### config.mk
export PLATFORM = sky130hd
export DESIGN_NAME = uart_rx_mmio_flat
export DESIGN_NICKNAME = d
export VERILOG_FILES = /design/src/rtl/uart_rx_if.sv /design/src/rtl/uart_rx_mmio.sv /design/src/flat_wrapper.sv
export SDC_FILE = /design/constraint.sdc
export NUM_CORES = 1
export LEC_CHECK = 0
export BUFFER_PORTS_ARGS = -buffer_cell sky130_fd_sc_hd__buf_2
export CAP_MARGIN = 20
export CORE_MARGIN = 4
export CORE_UTILIZATION = 64
export CTS_CLUSTER_DIAMETER = 80
export DETAILED_ROUTE_END_ITERATION = 16
export GPL_TIMING_DRIVEN = 0
export PLACE_DENSITY = 0.95
export SYNTH_ARGS = -nofsm -noshare
export SYNTH_HDL_FRONTEND = slang
export SYNTH_SLANG_ARGS = --single-unit
### constraint.sdc
create_clock -name clk -period 6.27 [get_ports clk]
set_input_delay 1.881 -clock clk [delete_from_list [all_inputs] [get_ports clk]]
set_output_delay 1.881 -clock clk [all_outputs]
set_load 0.01 [all_outputs]
### src/rtl/uart_rx_if.sv
// uart_rx_if: serial line, core load port and status outputs of the UART receiver
interface uart_rx_if;
  logic        rxd;
  logic        re;
  logic [31:0] addr;
  logic [31:0] rdata;
  logic        rd_hit;
  logic        rx_avail;
  logic        rx_err;
  modport master (output rxd, re, addr, input rdata, rd_hit, rx_avail, rx_err);
  modport slave  (input rxd, re, addr, output rdata, rd_hit, rx_avail, rx_err);
endinterface

### src/rtl/uart_rx_mmio.sv
// uart_rx_mmio: 8N1 UART receiver feeding a FIFO, read through data/status load addresses
module uart_rx_mmio #(
  parameter int          CLKS_PER_BIT = 868,
  parameter int          FIFO_AW      = 4,
  parameter logic [31:0] DATA_ADDR    = 32'h10,
  parameter logic [31:0] STAT_ADDR    = 32'h14
) (
  input logic      clk,
  input logic      reset,
  uart_rx_if.slave bus
);
  localparam int CW = $clog2(CLKS_PER_BIT);
  localparam logic [CW-1:0] HALF = CW'(CLKS_PER_BIT / 2);
  localparam logic [CW-1:0] LAST = CW'(CLKS_PER_BIT - 1);
  localparam logic [FIFO_AW:0] DEPTH = {1'b1, {FIFO_AW{1'b0}}};
  typedef enum logic [2:0] {IDLE, START, DATA, STOP, WAIT_HIGH} state_t;
  state_t               state_q, state_d;
  logic [1:0]           sync_q;
  logic [CW-1:0]        cnt_q, cnt_d;
  logic [2:0]           bit_q, bit_d;
  logic [7:0]           shift_q, shift_d;
  logic [7:0]           mem_q [2**FIFO_AW];
  logic [FIFO_AW-1:0]   wp_q, wp_d, rp_q, rp_d;
  logic [FIFO_AW:0]     count_q, count_d;
  logic                 fe_q, fe_d, ov_q, ov_d, rd_hit_q, rd_hit_d;
  logic [31:0]          rdata_q, rdata_d;
  logic                 rxd_s, push, fe_evt, data_rd, stat_rd, empty, full, pop, accept;
  assign rxd_s    = sync_q[1];
  assign data_rd  = bus.re && bus.addr == DATA_ADDR;
  assign stat_rd  = bus.re && bus.addr == STAT_ADDR;
  assign empty    = count_q == '0;
  assign full     = count_q == DEPTH;
  assign pop      = data_rd && !empty;
  assign accept   = push && (!full || pop);
  assign wp_d     = accept ? wp_q + 1'b1 : wp_q;
  assign rp_d     = pop ? rp_q + 1'b1 : rp_q;
  assign count_d  = (accept && !pop) ? count_q + 1'b1 : (pop && !accept) ? count_q - 1'b1 : count_q;
  assign fe_d     = (fe_q && !stat_rd) || fe_evt;
  assign ov_d     = (ov_q && !stat_rd) || (push && !accept);
  assign rd_hit_d = data_rd || stat_rd;
  assign rdata_d  = stat_rd ? {28'b0, fe_q, ov_q, full, !empty} :
                    !data_rd ? rdata_q :
                    empty ? '0 : {23'b0, 1'b1, mem_q[rp_q]};
  assign bus.rdata    = rdata_q;
  assign bus.rd_hit   = rd_hit_q;
  assign bus.rx_avail = !empty;
  assign bus.rx_err   = fe_q || ov_q;
  // Two-stage synchroniser; reset to the idle-high line level
  always_ff @(posedge clk) sync_q <= reset ? 2'b11 : {sync_q[0], bus.rxd};
  // Receiver, FIFO bookkeeping and registered read port
  always_ff @(posedge clk)
    if (reset) begin
      state_q  <= IDLE;
      cnt_q    <= '0;
      bit_q    <= '0;
      shift_q  <= '0;
      wp_q     <= '0;
      rp_q     <= '0;
      count_q  <= '0;
      fe_q     <= 1'b0;
      ov_q     <= 1'b0;
      rd_hit_q <= 1'b0;
      rdata_q  <= '0;
    end else begin
      state_q  <= state_d;
      cnt_q    <= cnt_d;
      bit_q    <= bit_d;
      shift_q  <= shift_d;
      wp_q     <= wp_d;
      rp_q     <= rp_d;
      count_q  <= count_d;
      fe_q     <= fe_d;
      ov_q     <= ov_d;
      rd_hit_q <= rd_hit_d;
      rdata_q  <= rdata_d;
    end
  // FIFO storage; entries left behind by a reset are unreachable through the cleared pointers
  always_ff @(posedge clk) if (accept) mem_q[wp_q] <= shift_q;
  // Frame FSM: centre on the start bit, then sample each bit one bit period apart
  always_comb begin
    state_d = state_q;
    cnt_d   = cnt_q + 1'b1;
    bit_d   = bit_q;
    shift_d = shift_q;
    push    = 1'b0;
    fe_evt  = 1'b0;
    case (state_q)
      IDLE: begin
        cnt_d = '0;
        if (!rxd_s) state_d = START;
      end
      START: if (cnt_q == HALF) begin
        cnt_d   = '0;
        bit_d   = '0;
        state_d = rxd_s ? IDLE : DATA;
      end
      DATA: if (cnt_q == LAST) begin
        cnt_d   = '0;
        shift_d = {rxd_s, shift_q[7:1]};
        bit_d   = bit_q + 1'b1;
        if (bit_q == 3'd7) state_d = STOP;
      end
      STOP: if (cnt_q == LAST) begin
        cnt_d   = '0;
        push    = rxd_s;
        fe_evt  = !rxd_s;
        state_d = rxd_s ? IDLE : WAIT_HIGH;
      end
      WAIT_HIGH: begin
        cnt_d = '0;
        if (rxd_s) state_d = IDLE;
      end
      default: state_d = IDLE;
    endcase
  end
endmodule
### src/flat_wrapper.sv
// flat-port wrapper written by rule: the top's interface ports become plain ports
module uart_rx_mmio_flat 
#(
  parameter int          CLKS_PER_BIT = 868,
  parameter int          FIFO_AW      = 4,
  parameter logic [31:0] DATA_ADDR    = 32'h10,
  parameter logic [31:0] STAT_ADDR    = 32'h14
)
  (clk, reset, bus_rxd, bus_re, bus_addr, bus_rdata, bus_rd_hit, bus_rx_avail, bus_rx_err);
  uart_rx_if bus_i ();
  input logic clk;
  input logic reset;
  input wire logic [$bits(bus_i.rxd)-1:0] bus_rxd;
  input wire logic [$bits(bus_i.re)-1:0] bus_re;
  input wire logic [$bits(bus_i.addr)-1:0] bus_addr;
  output wire logic [$bits(bus_i.rdata)-1:0] bus_rdata;
  output wire logic [$bits(bus_i.rd_hit)-1:0] bus_rd_hit;
  output wire logic [$bits(bus_i.rx_avail)-1:0] bus_rx_avail;
  output wire logic [$bits(bus_i.rx_err)-1:0] bus_rx_err;
  assign bus_i.rxd = bus_rxd;
  assign bus_i.re = bus_re;
  assign bus_i.addr = bus_addr;
  assign bus_rdata = bus_i.rdata;
  assign bus_rd_hit = bus_i.rd_hit;
  assign bus_rx_avail = bus_i.rx_avail;
  assign bus_rx_err = bus_i.rx_err;
  uart_rx_mmio #(.CLKS_PER_BIT(CLKS_PER_BIT), .FIFO_AW(FIFO_AW), .DATA_ADDR(DATA_ADDR), .STAT_ADDR(STAT_ADDR)) u_core (.clk(clk), .reset(reset), .bus(bus_i));
endmodule
==> impl_metrics.tcl, run 1 <==
set metrics [dict create \
    status "completed" \
    grt_max_degree 19 \
    synth.distinct_cells 55 \
    slew_viol_final 0 \
    postCtsHoldBufs 0 \
    start_util_pct 66.37 \
    globalRouteTotalUtil_pct 28.82 \
    cts-root-buf "clkbuf_16" \
    crit_type "input port to flop" \
    via_count 5201 \
    fmax_ghz 0.1875 \
    overflow 0 \
    final-hold-violation-count 0 \
    die_area_sq_um 13860 \
    ios 71 \
    rows 39 \
    final_cells 771 \
    clock-sinks 183 \
    clk_pin_slew_worst_paths_ns 0.07 \
    synth_edf_count 128 \
    post-route-util_pct 75.80 \
    worstHoldPathCells 1 \
    numCtsBuffers 17 \
    place_inst 739 \
    insertedDiodeCount 0 \
    async_flop_share_pct 0 \
    wl_per_cell_um 25.05 \
    die_height_um 117.7 \
    yosysTopAreaCellShare_pct 49.87 \
    worst_pin_slew_ns 0.8093 \
    cts_max_path_buffers 2 \
    drv_cap 0 \
    area_growth_pct 14.22 \
    post-cts-setup-buffers 0 \
    detail_route.wirelength_mm 19.32 \
    min_period_ns 5.334 \
    cp.required_ns 6.63 \
    cp_max_fo 10 \
    crit_path_end_kind "flop" \
    p_leak_uw 0.003151 \
    powerDensity_nw_per_um2 274.7 \
    antenna_left 0 \
    grt_pass1_wl_mm 30.05 \
    max_slew_margin_pct 45.93 \
    clk_latency_ns 0.43 \
    cts-resized-gates 0 \
    io_buffers 45 \
    start_kind "input port" \
    yosys_most_used_dff "edfxtp_1" \
    vias_per_cell 6.746 \
    finalSetupTns_ns 0 \
    nNetsFinal 665 \
    antenna_found_initial 0 \
    setup_viol 0 \
    synth-seq-cells 183 \
    drtIter0Drc 1056 \
    gp_congestion 0.8726 \
    skew_ns 0.007855 \
    core_sq_um 11610 \
    r2r.worst_path.cells 12 \
    synth.largest_area_cell "edfxtp_1" \
    yosysSeqAreaShare_pct 64.16 \
    rsz0062_at_grt "no" \
    die_x_um 117.7 \
    syn-mean-instance-area_sq_um 14.57 \
    drive_gt1_share_pct 25.00 \
    dp_hpwl_mm 11.87 \
    synth_area_sq_um 7707 \
    yosysWarnings 0 \
    arrival_ns 5.69 \
    peakVddDrop_uv 188.1 \
    fin_crit_sh_pct 85.08 \
    cts_tree "yes" \
    synth.area.top_cells "edfxtp_1 (50%), dfxtp_1 (14%), mux4_2 (9.4%), buf_4 (2.3%), ha_1 (2.1%)" \
    syn-instance-count 529 \
    dr.pass1.iters 6 \
    htreeDepth 4 \
    holdCritPathClass "flop to flop" \
    grt_pass1_vias 5326 \
    route.detailed.drc 0 \
]
## cells in the final DEF (no fill, tap or decap), drive strengths merged, types with 5 or more instances in the layout
cell / count
edfxtp: 128
buf: 80
dfxtp: 55
nor2: 39
mux4: 32
clkbuf: 31
a21oi: 24
conb: 23
nand2: 18
nand3: 16
inv: 16
and3: 15
mux2i: 15
ha: 13
a22oi: 9
nor4: 9
xor2: 8
o21ai: 8
xnor2: 7
clkinv: 6
a31oi: 5
nor3: 5
## stage by stage
stage               setup WS [ns]  hold slack, ns  total power [uW]  area (sq um)
detailed placement         0.9725          0.3966              1346          8194
floorplan                   1.595          0.3895              1332          7790
CTS                         1.062          0.4395              2413          8803
global placement            1.170          0.3956              1345          8194
global route               0.7389          0.4475              2480          8803
finish                     0.9357          0.4403              2418          8803
## per-layer routing
| layer | up-vias | share of wire, % | global-route usage [%] |
|---|---|---|---|
| li1 | 2149 | - | - |
| met1 | 2532 | 34 | 33.93 |
| met2 | 421 | 51 | 47.68 |
| met3 | 99 | 10 | 7.400 |
| met4 | 0 | 5.4 | 17.51 |
| met5 | - | 0 | 0 |
## final timing paths
check	endpoint	slack, ns	start
setup / recovery	u_core.count_q[4]$_SDFFE_PP0P_	0.94	bus_addr[21]
hold / removal	u_core.sync_q[1]$_SDFF_PP1_	0.44	u_core.sync_q[0]$_SDFF_PP1_
setup reg to reg	u_core.count_q[4]$_SDFFE_PP0P_	2.44	u_core.cnt_q[3]$_SDFF_PP0_
hold reg to reg	u_core.sync_q[1]$_SDFF_PP1_	0.44	u_core.sync_q[0]$_SDFF_PP1_
## flip-flops by register name (all words and copies together) (netlist names), named ones only
register	flops
u_core.sync_q	2
u_core.wp_q	4
u_core.bus.rdata	9
u_core.shift_q	8
u_core.ov_q	1
u_core.count_q	5
u_core.cnt_q	10
u_core.bit_q	3
u_core.mem_q	128
u_core.state_q	3
u_core.bus.rd_hit	1
u_core.fe_q	1
u_core.rp_q	4
## cells in the mapped netlist (5+ instances only)
library cell and number:
clkbuf_1 13, nand3_1 15, xnor2_1 7, nor2_1 39, inv_1 11, mux2i_1 15, a21oi_1 24, a22oi_1 9
ha_1 13, edfxtp_1 128, buf_4 24, nor4_1 7, dfxtp_1 55, xor2_1 8, mux4_2 32, nand2_1 18
buf_2 9, a31oi_1 5, o21ai_0 5, and3_1 15
## where the power goes
group          switching [uW]  leakage, uW  internal [uW]  total (uW)
clock                     454     0.000301            641        1090
combinational            24.4      0.00122           20.8        45.1
sequential               1.75      0.00163           1280        1280
## layout make-up
class	count	area, sq um
clock inverter	14	170.2
fill	597	2810
sequential	183	4945
tap	143	178.9
buffer	48	281.5
multi-input combinational	308	2519
clock buffer	18	439.2
inverter	12	45.04
timing repair buffer	45	225.2
## worst max-delay path, cell delays in order
cell and delay, ns:
buf_2 0.11, nor4_1 0.41, nand4_1 0.32, o31ai_1 0.69, and2_1 0.37, buf_4 0.23
ha_1 0.20, inv_1 0.11, fa_1 0.41, a21o_1 0.18, a21oi_1 0.21, xnor2_1 0.11
or3_1 0.32, a21oi_1 0.14
## kinds of logic (layout without fill, tap and decap cells)
kind of cell / Yosys count / in the layout / synth area share, %
flip-flops: 183 / 183 / 64.16
XOR/XNOR: 15 / 15 / 1.705
buffers and inverters: 60 / 137 / 4.237
AND/OR/NAND/NOR: 141 / 141 / 10.26
AO/OA/AOI/OAI: 64 / 64 / 5.341
other: 1 / 23 / 0.04865
adder cells (fa/ha/maj): 14 / 14 / 2.370
multiplexers: 51 / 51 / 11.88
No activity file was read; power rests on OpenSTA's default activity.
==> run 2: changes to the inputs <==
--- a/config.mk
+++ b/config.mk
@@ -8,5 +8,5 @@
 export BUFFER_PORTS_ARGS = -buffer_cell sky130_fd_sc_hd__buf_2
-export CAP_MARGIN = 20
+export CAP_MARGIN = 40
 export CORE_MARGIN = 4
-export CORE_UTILIZATION = 64
+export CORE_UTILIZATION = 43
 export CTS_CLUSTER_DIAMETER = 80
@@ -14,3 +14,3 @@
 export GPL_TIMING_DRIVEN = 0
-export PLACE_DENSITY = 0.95
+export PLACE_DENSITY = 0.71
 export SYNTH_ARGS = -nofsm -noshare
==> constraint.sdc (replaced) <==
create_clock -name clk -period 6.27 [get_ports clk]
set_input_delay 1.254 -clock clk [delete_from_list [all_inputs] [get_ports clk]]
set_output_delay 1.254 -clock clk [all_outputs]
set_load 0.01 [all_outputs]
==> impl_metrics.tcl, run 2 (same netlist as run 1, synthesis figures left out) <==
set metrics [dict create \
    status "completed" \
    die_x_um 141.9 \
    antenna_left 0 \
    dr.pass1.iters 5 \
    largest_reg_flops 128 \
    core_sq_um 17420 \
    cts_tree "yes" \
    powerDensity_nw_per_um2 267.8 \
    drtIter0Drc 417 \
    clk_pin_slew_worst_paths_ns 0.08 \
    detail_route.wirelength_mm 16.56 \
    final_cell_mix "edfxtp_1 (128), dfxtp_1 (55), buf_2 (54), nor2_1 (39), mux4_2 (32)" \
    drive_gt1_share_pct 25.00 \
    skew_ns 0.01258 \
    max_slew_margin_pct 49.38 \
    gp_congestion 0.8106 \
    n_fill_cell 1436 \
    timing.hold.ws_ns 0.4334 \
    setup_viol 0 \
    layout_commonest_cell "edfxtp_1" \
    regArea_sq_um 4945 \
    final-hold-violation-count 0 \
    peakVddDrop_uv 243.8 \
    holdCritPathClass "flop to flop" \
    r2r-end "u_core.count_q[4]$_SDFFE_PP0P_" \
    ios 71 \
    htreeDepth 4 \
    cts-root-buf "clkbuf_16" \
    clk_latency_ns 0.43 \
    crit_type "input port to flop" \
    nNetsFinal 665 \
    via_count 4704 \
    cp.required_ns 6.63 \
    worst_pin_slew_ns 0.7576 \
    antenna_found_initial 0 \
    multi_input_area_sq_um 2519 \
    fmax_ghz 0.2320 \
    grt_pass1_vias 4518 \
    wl_per_cell_um 19.41 \
    grt_max_degree 19 \
    die_height_um 141.9 \
    regMostFlops "u_core.mem_q" \
    cts_max_path_buffers 2 \
    min_period_ns 4.310 \
    clock-sinks 183 \
    dp_hpwl_mm 11.28 \
    rsz0062_at_grt "no" \
    numCtsBuffers 17 \
    cts-resized-gates 0 \
    vias_per_cell 5.515 \
    crit_end "u_core.count_q[4]$_SDFFE_PP0P_" \
    postCtsHoldBufs 0 \
    arrival_ns 4.67 \
    rr_startpoint "u_core.cnt_q[8]$_SDFF_PP0_" \
    insertedDiodeCount 0 \
    grt_pass1_wl_mm 24.92 \
    crit_path_end_kind "flop" \
    slew_viol_final 0 \
    rrSetupSlack_ns 2.63 \
    post-cts-setup-buffers 0 \
    start_util_pct 44.25 \
    critical_path.startpoint "bus_addr[21]" \
    drv_cap 0 \
    r2r.worst_path.cells 12 \
    io_buffers 45 \
    area_growth_pct 15.31 \
    fin_crit_sh_pct 68.75 \
    overflow 0 \
    globalRouteTotalUtil_pct 16.37 \
    finalSetupTns_ns 0 \
    cp_max_fo 10 \
    p_leak_uw 0.003148 \
    p_total_uw 2380 \
    route.detailed.drc 0 \
    rows 48 \
    start_kind "input port" \
    die_area_sq_um 20130 \
]
-- run 2: cell count changes in the layout (fill, tap and decap cells not counted), moves of 2 or more --
cell / before / now
clkinv_2: 4 / 1
clkinv_4: 2 / 0
clkbuf_16: 17 / 19
inv_6: 4 / 6
inv_8: 0 / 4
inv_4: 0 / 2
bufinv_16: 3 / 0
-- run 2: per-layer routing --
layer  up-vias  part of all wire (%)  track usage [%]
li1       2156                     -                -
met1      2350                    42            22.06
met2       175                    49            26.34
met3        23                   6.8            3.640
met4         0                   1.8            5.707
met5         -                     0                0
-- run 2: layout make-up --
type                       instances  area share (%)
inverter                          12          0.5068
buffer                            48           3.168
clock inverter                    13           1.295
clock buffer                      19           5.350
timing repair buffer              45           2.534
sequential                       183           55.64
multi-input combinational        308           28.34
tap                              225           3.168
-- run 2: worst min path at each step --
stage	slack [ns]	endpoint	start	depth (start not counted)
6_report	0.43	u_core.sync_q[1]$_SDFF_PP1_	u_core.sync_q[0]$_SDFF_PP1_	1
3_5_place_dp	0.40	u_core.sync_q[1]$_SDFF_PP1_	u_core.sync_q[0]$_SDFF_PP1_	1
3_3_place_gp	0.40	u_core.sync_q[1]$_SDFF_PP1_	u_core.sync_q[0]$_SDFF_PP1_	1
2_1_floorplan	0.39	u_core.sync_q[1]$_SDFF_PP1_	u_core.sync_q[0]$_SDFF_PP1_	1
4_1_cts	0.43	u_core.sync_q[1]$_SDFF_PP1_	u_core.sync_q[0]$_SDFF_PP1_	1
5_1_grt	0.45	u_core.sync_q[1]$_SDFF_PP1_	u_core.sync_q[0]$_SDFF_PP1_	1
-- run 2: report_power, final --
part	switching, uW	total, uW	internal [uW]
clock network	485	1060	574
logic	23.0	43.7	20.7
registers	1.76	1280	1280
total	510	2380	1870
-- run 2: per-stage QoR --
step	area (sq um)	setup slack [ns]	utilization, %	std cells
floorplan	7790	2.222	-	551
global placement	8297	1.728	47.64	821
detailed placement	8297	1.608	47.64	821
CTS	8887	2.049	51.03	853
global route	8887	1.824	51.03	853
finish	8887	1.960	51.03	853
-- run 2: worst max-delay path, stage by stage --
cell and delay [ns]:
buf_2 0.09, nor4_1 0.29, nand4_1 0.27, o31ai_1 0.61, and2_1 0.33, buf_4 0.20, ha_1 0.20, inv_1 0.11
fa_1 0.43, a21o_1 0.18, a21oi_1 0.18, xnor2_1 0.09, or3_1 0.30, a21oi_1 0.14
